File: config.mk
export PLATFORM = sky130hd
export DESIGN_NAME = mat_stream_loader
export DESIGN_NICKNAME = d
export VERILOG_FILES = /design/src/rtl/mat_stream_loader.sv
export SDC_FILE = /design/constraint.sdc
export NUM_CORES = 1
export LEC_CHECK = 0
export BUFFER_PORTS_ARGS = -buffer_cell sky130_fd_sc_hd__buf_2
export CORE_ASPECT_RATIO = 1.5
export CORE_UTILIZATION = 41
export DETAILED_ROUTE_END_ITERATION = 8
export PLACE_DENSITY = 0.81
export SLEW_MARGIN = 20
export SYNTH_ARGS = -nofsm -noshare
export SYNTH_HDL_FRONTEND = slang
export SYNTH_SLANG_ARGS = --single-unit
export TNS_END_PERCENT = 20
File: constraint.sdc
create_clock -name s00_axi_aclk -period 3.2 [get_ports s00_axi_aclk]
set_input_delay 0.16 -clock s00_axi_aclk [delete_from_list [all_inputs] [get_ports s00_axi_aclk]]
set_output_delay 0.16 -clock s00_axi_aclk [all_outputs]
set_load 0.02 [all_outputs]
File: src/rtl/mat_stream_loader.sv
// ---------------------------------------------------------------------------
// mat_stream_loader
//   Upstream stage of the matrix-multiply accelerator. Receives one matrix
//   (SIZE words, row-major) over AXI-Stream and writes it word by word into
//   the A or B matrix BRAM. The frame length is checked against tlast, and
//   completion or error is reported to the AXI-Lite control path.
//
//   Optional build macro: MAT_LOADER_TRANSPOSE_EN
//     defined     : B (latched sel=1) is stored column-major,
//                   wr_addr = (count%DIM)*DIM + count/DIM
//     not defined : wr_addr = count for both matrices
//
// Ports
//   s00_axi_aclk     clock, rising edge
//   s00_axi_aresetn  asynchronous active-low reset
//   start            one-cycle pulse, begin loading one matrix
//   sel              target matrix (0 = A, 1 = B), sampled on start
//   s00_axis_tready  slave ready (registered)
//   s00_axis_tdata   slave data
//   s00_axis_tlast   slave end-of-frame
//   s00_axis_tvalid  slave valid
//   wr_en_A/wr_en_B  one-cycle BRAM write strobes
//   wr_addr/wr_data  shared BRAM write address/data
//   busy             high while receiving or draining
//   done             one-cycle pulse at end of a load
//   err_tlast        sticky frame-length mismatch flag for the last load
// ---------------------------------------------------------------------------
module mat_stream_loader #(
   parameter int DIM_LOG    = 1,
   parameter int DIM        = 2**DIM_LOG,
   parameter int SIZE       = DIM*DIM,
   parameter int SIZE_LOG   = 2*DIM_LOG,
   parameter int DATA_WIDTH = 32
) (
   input  logic                  s00_axi_aclk,
   input  logic                  s00_axi_aresetn,
   input  logic                  start,
   input  logic                  sel,
   output logic                  s00_axis_tready,
   input  logic [DATA_WIDTH-1:0] s00_axis_tdata,
   input  logic                  s00_axis_tlast,
   input  logic                  s00_axis_tvalid,
   output logic                  wr_en_A,
   output logic                  wr_en_B,
   output logic [SIZE_LOG-1:0]   wr_addr,
   output logic [DATA_WIDTH-1:0] wr_data,
   output logic                  busy,
   output logic                  done,
   output logic                  err_tlast
);

   typedef enum logic [1:0] {
      IDLE,
      RECV,
      DRAIN,
      DONE
   } state_t;

   state_t              state;
   logic [SIZE_LOG:0]   count;
   logic                sel_q;
   logic                hs;
   logic                at_last;
   logic [SIZE_LOG-1:0] addr_nxt;

   assign hs      = s00_axis_tvalid & s00_axis_tready;
   assign at_last = (count == (SIZE_LOG+1)'(SIZE-1));

`ifdef MAT_LOADER_TRANSPOSE_EN
   // Swapping the row and column halves of count gives (count%DIM)*DIM + count/DIM.
   assign addr_nxt = sel_q ? {count[DIM_LOG-1:0], count[SIZE_LOG-1:DIM_LOG]}
                           : count[SIZE_LOG-1:0];
`else
   assign addr_nxt = count[SIZE_LOG-1:0];
`endif

   always_ff @(posedge s00_axi_aclk or negedge s00_axi_aresetn) begin
      if (!s00_axi_aresetn) begin
         state           <= IDLE;
         count           <= '0;
         sel_q           <= 1'b0;
         s00_axis_tready <= 1'b0;
         wr_en_A         <= 1'b0;
         wr_en_B         <= 1'b0;
         wr_addr         <= '0;
         wr_data         <= '0;
         busy            <= 1'b0;
         done            <= 1'b0;
         err_tlast       <= 1'b0;
      end else begin
         wr_en_A <= 1'b0;
         wr_en_B <= 1'b0;
         done    <= 1'b0;
         case (state)
            IDLE: begin
               if (start) begin
                  sel_q           <= sel;
                  count           <= '0;
                  err_tlast       <= 1'b0;
                  s00_axis_tready <= 1'b1;
                  busy            <= 1'b1;
                  state           <= RECV;
               end
            end
            RECV: begin
               if (hs) begin
                  wr_en_A <= ~sel_q;
                  wr_en_B <= sel_q;
                  wr_addr <= addr_nxt;
                  wr_data <= s00_axis_tdata;
                  count   <= count + 1'b1;
                  if (at_last && !s00_axis_tlast) begin
                     // Long frame: keep tready high and discard the excess.
                     err_tlast <= 1'b1;
                     state     <= DRAIN;
                  end else if (at_last || s00_axis_tlast) begin
                     err_tlast       <= ~at_last;
                     s00_axis_tready <= 1'b0;
                     busy            <= 1'b0;
                     done            <= 1'b1;
                     state           <= DONE;
                  end
               end
            end
            DRAIN: begin
               if (hs && s00_axis_tlast) begin
                  s00_axis_tready <= 1'b0;
                  busy            <= 1'b0;
                  done            <= 1'b1;
                  state           <= DONE;
               end
            end
            DONE: begin
               state <= IDLE;
            end
            default: begin
               s00_axis_tready <= 1'b0;
               busy            <= 1'b0;
               state           <= IDLE;
            end
         endcase
      end
   end

endmodule
==> flow_summary.toml <==
[outcome]
status = "complete, but fails checks"
failed_checks = "DRC"

[sta]
period_minus_slack_ns = 1.91
max_freq_ghz = 0.524
tightest_slew_ns = 0.553
tns_ns = 0
skew_ns = 0.00526
hold_viol = 0
timing.max_slew.rel_slack = 0.632
layout_worst_path_cycle_share = 0.596
setup-violations-final = 0
setup_repair_after_global_routing_missed_its_margin = "no"
finalMaxSlewViolations = 0

[finish]
postLayoutCellArea_um2 = 2410
nets = 326
diodes_inserted = 0
n_fill_cell = 375
final_core_util = 0.559
final_layout_size_suffix_gt1_frac = 0.313
finish.cell_count_without_fillers = 327
syn_to_final_growth_pct = 28.8

[worst_setup_path]
timing_worst_setup_path_type = "flip-flop to flip-flop"
critPathRequiredTime_ns = 3.44
crit-reg2reg-capture = "wr_data[1]"
critical_path.endpoint = "wr_data[1]"
cp_max_fo = 28
critical_path.endpoint_type = "flip-flop"
worst_setup_path_startpoint = "state[1]"
reg2reg_depth = 6
r2r_start = "state[1]"
critical_path_arrival_ns = 2.15
crit_path_start_kind = "flip-flop"
r2r_setup_slk_ns = 1.29

[global_routing]
grt_start_max_net_pins = 46
first_global_vias = 1575
grt_util_all_layers = 0.181
grt_antenna_before_repair = 0
grt_first_pass_wirelength_mm = 6.74
grt-ovfl-total = 0

[pwr]
report.power.total_w = 0.00238
power.leakage_nw = 1.40
worst_ir_drop_vdd_uv = 429
pwr_density_cell_nw_per_um2 = 985

[cts]
post-cts-setup-buffer-count = 0
depth_of_the_cts_h_tree = 2
cts-resized-gates = 0
insertion_delay_ns = 0.30
clk_root_buffer_cell = "clkbuf_8"
total_clock_buffers_created_by_cts = 5
cts.sinks = 45
tritoncts = "done"
clk_pin_slew_ns = 0.09
clk_path_buf_depth = 2

[yosys]
avgSynthCellArea_um2 = 9.28
synth_top_area_cell = "dfrtp_1"
synth-seq-cells = 45
synth.top_cells.by_area = "dfrtp_1, nand2_1, ha_1, mux2_2, buf_2"
post-synth-top-area-fraction = 0.600
yosysSeqAreaShare = 0.600
synth_top_flop_cell = "dfrtp_1"
post_synth_inst_count = 202
synth_fp_nets = 248
ys.warnings.count = 0
synth.lib_cells_used.distinct = 25
synth-edff-count = 0
synth.most_common_cell = "nand2_1"
synth.top_cells.by_count = "nand2_1, dfrtp_1, ha_1"
netlist_area_pre_place_um2 = 1880
synthArstFlopShare = 1.00

[place]
globalplace.congestion = 0.850
placedInstanceArea_um2 = 2290
hpwl_reported_at_the_end_of_detailed_placement_mm = 2.82
post-place-cells = 318
io_buffer_count = 77

[detailed_routing]
drtPass1Iterations = 6
postRouteWirelength_mm = 3.98
postRouteAntennaNets = 0
drt_iter0_markers = 99
post-route-drc-count = 8
viasPerCell = 4.81
routed-via-count = 1573
wire_per_inst_um = 12.2

[floorplanning]
die_area_um2 = 4850
num_rows = 29
die_y_um = 84.8
floorplan.initialDensity = 0.434
io-pin-count = 78
die_x_um = 57.2
coreArea_um2 = 4320

[job]
max_cap_viol_count = 0

[min_path]
timing.hold.worst.class = "input pin to flip-flop"
==> state kept, by name (all words and copies together) (netlist names), 2 cells and up <==
name and cells:
wr_data 32, state 2, wr_addr 2, count 3
==> layout make-up <==
cell class	count	area (um2)	area share
timing repair buffer	80	413	0.171
clock inverter	2	38.8	0.0161
clock buffer	6	72.6	0.0301
tap	46	57.6	0.0238
multi-input combinational	145	696	0.288
sequential	45	1130	0.466
inverter	3	11.3	0.00466
==> stage by stage <==
stage               worst slack [ns]  hold slack (ns)
floorplan                       1.51           -0.136
global placement                1.42            0.350
detailed placement              1.31            0.355
CTS                             1.30           0.0333
global route                    1.11           0.0464
finish                          1.29           0.0431
==> power by group <==
part	internal [W]	switching, W	leakage [nW]
Combinational	0.000369	0.000647	0.777
Sequential	0.000804	0.000129	0.572
Clock	0.000234	0.000194	0.0554
==> layer usage <==
layer,global-route usage,wire [um],vias to the layer above
met5,0,0,-
met4,0.0909,98,0
met3,0.0335,191,7
met2,0.317,2010,58
met1,0.209,1680,721
li1,-,-,787
==> repair_timing <==
| item | 4_1_cts | 5_1_grt |
|---|---|---|
| hold buffers | 0 | 1 |
| hold endpoints to repair | 0 | 45 |
| endpoints found under the setup margin | 0 | 0 |
==> critical path, cell delays in order, from the launching register on <==
cell and delay, ns:
dfrtp_1 0.44, inv_1 0.12, ha_1 0.31, and3_1 0.42, buf_4 0.36, nand2_1 0.11, nand2_1 0.08
==> layout by cell type, fill, tap and decap left out <==
master / count
a211o_1: 1
a21boi_0: 1
a21oi_1: 2
a221o_1: 1
a32o_1: 1
and2_1: 1
and3_1: 1
buf_2: 76
buf_4: 3
bufinv_16: 1
clkbuf_1: 1
clkbuf_8: 5
clkinv_4: 1
dfrtp_1: 45
dlygate4sd3_1: 1
ha_1: 8
inv_1: 3
mux2_2: 2
nand2_1: 107
nand2b_1: 1
nand3_1: 2
nand3b_1: 1
nor2_1: 5
nor2b_1: 3
o21ai_0: 4
o22a_1: 1
o31ai_1: 1
o41ai_1: 1
or3_1: 1
==> how the worst min path moves through the flow <==
stage / startpoint / end / slack (ns) / cells past startpoint
floorplan: s00_axi_aresetn / busy / -0.14 / 0
global route: s00_axis_tdata[3] / wr_data[3] / 0.05 / 3
detailed placement: s00_axis_tdata[30] / wr_data[30] / 0.35 / 3
global placement: s00_axis_tdata[3] / wr_data[3] / 0.35 / 3
CTS: s00_axis_tdata[30] / wr_data[30] / 0.03 / 3
finish: s00_axis_tdata[30] / wr_data[30] / 0.04 / 3
==> kinds of logic after synthesis <==
group | count (synthesis) | share of synthesized area
fa+ha+maj | 8 | 0.0534
flops | 45 | 0.600
buf+inv | 12 | 0.0287
mux | 2 | 0.0120
simple gates | 122 | 0.257
compound gates | 13 | 0.0487
Power figures use the tool's default switching activity.
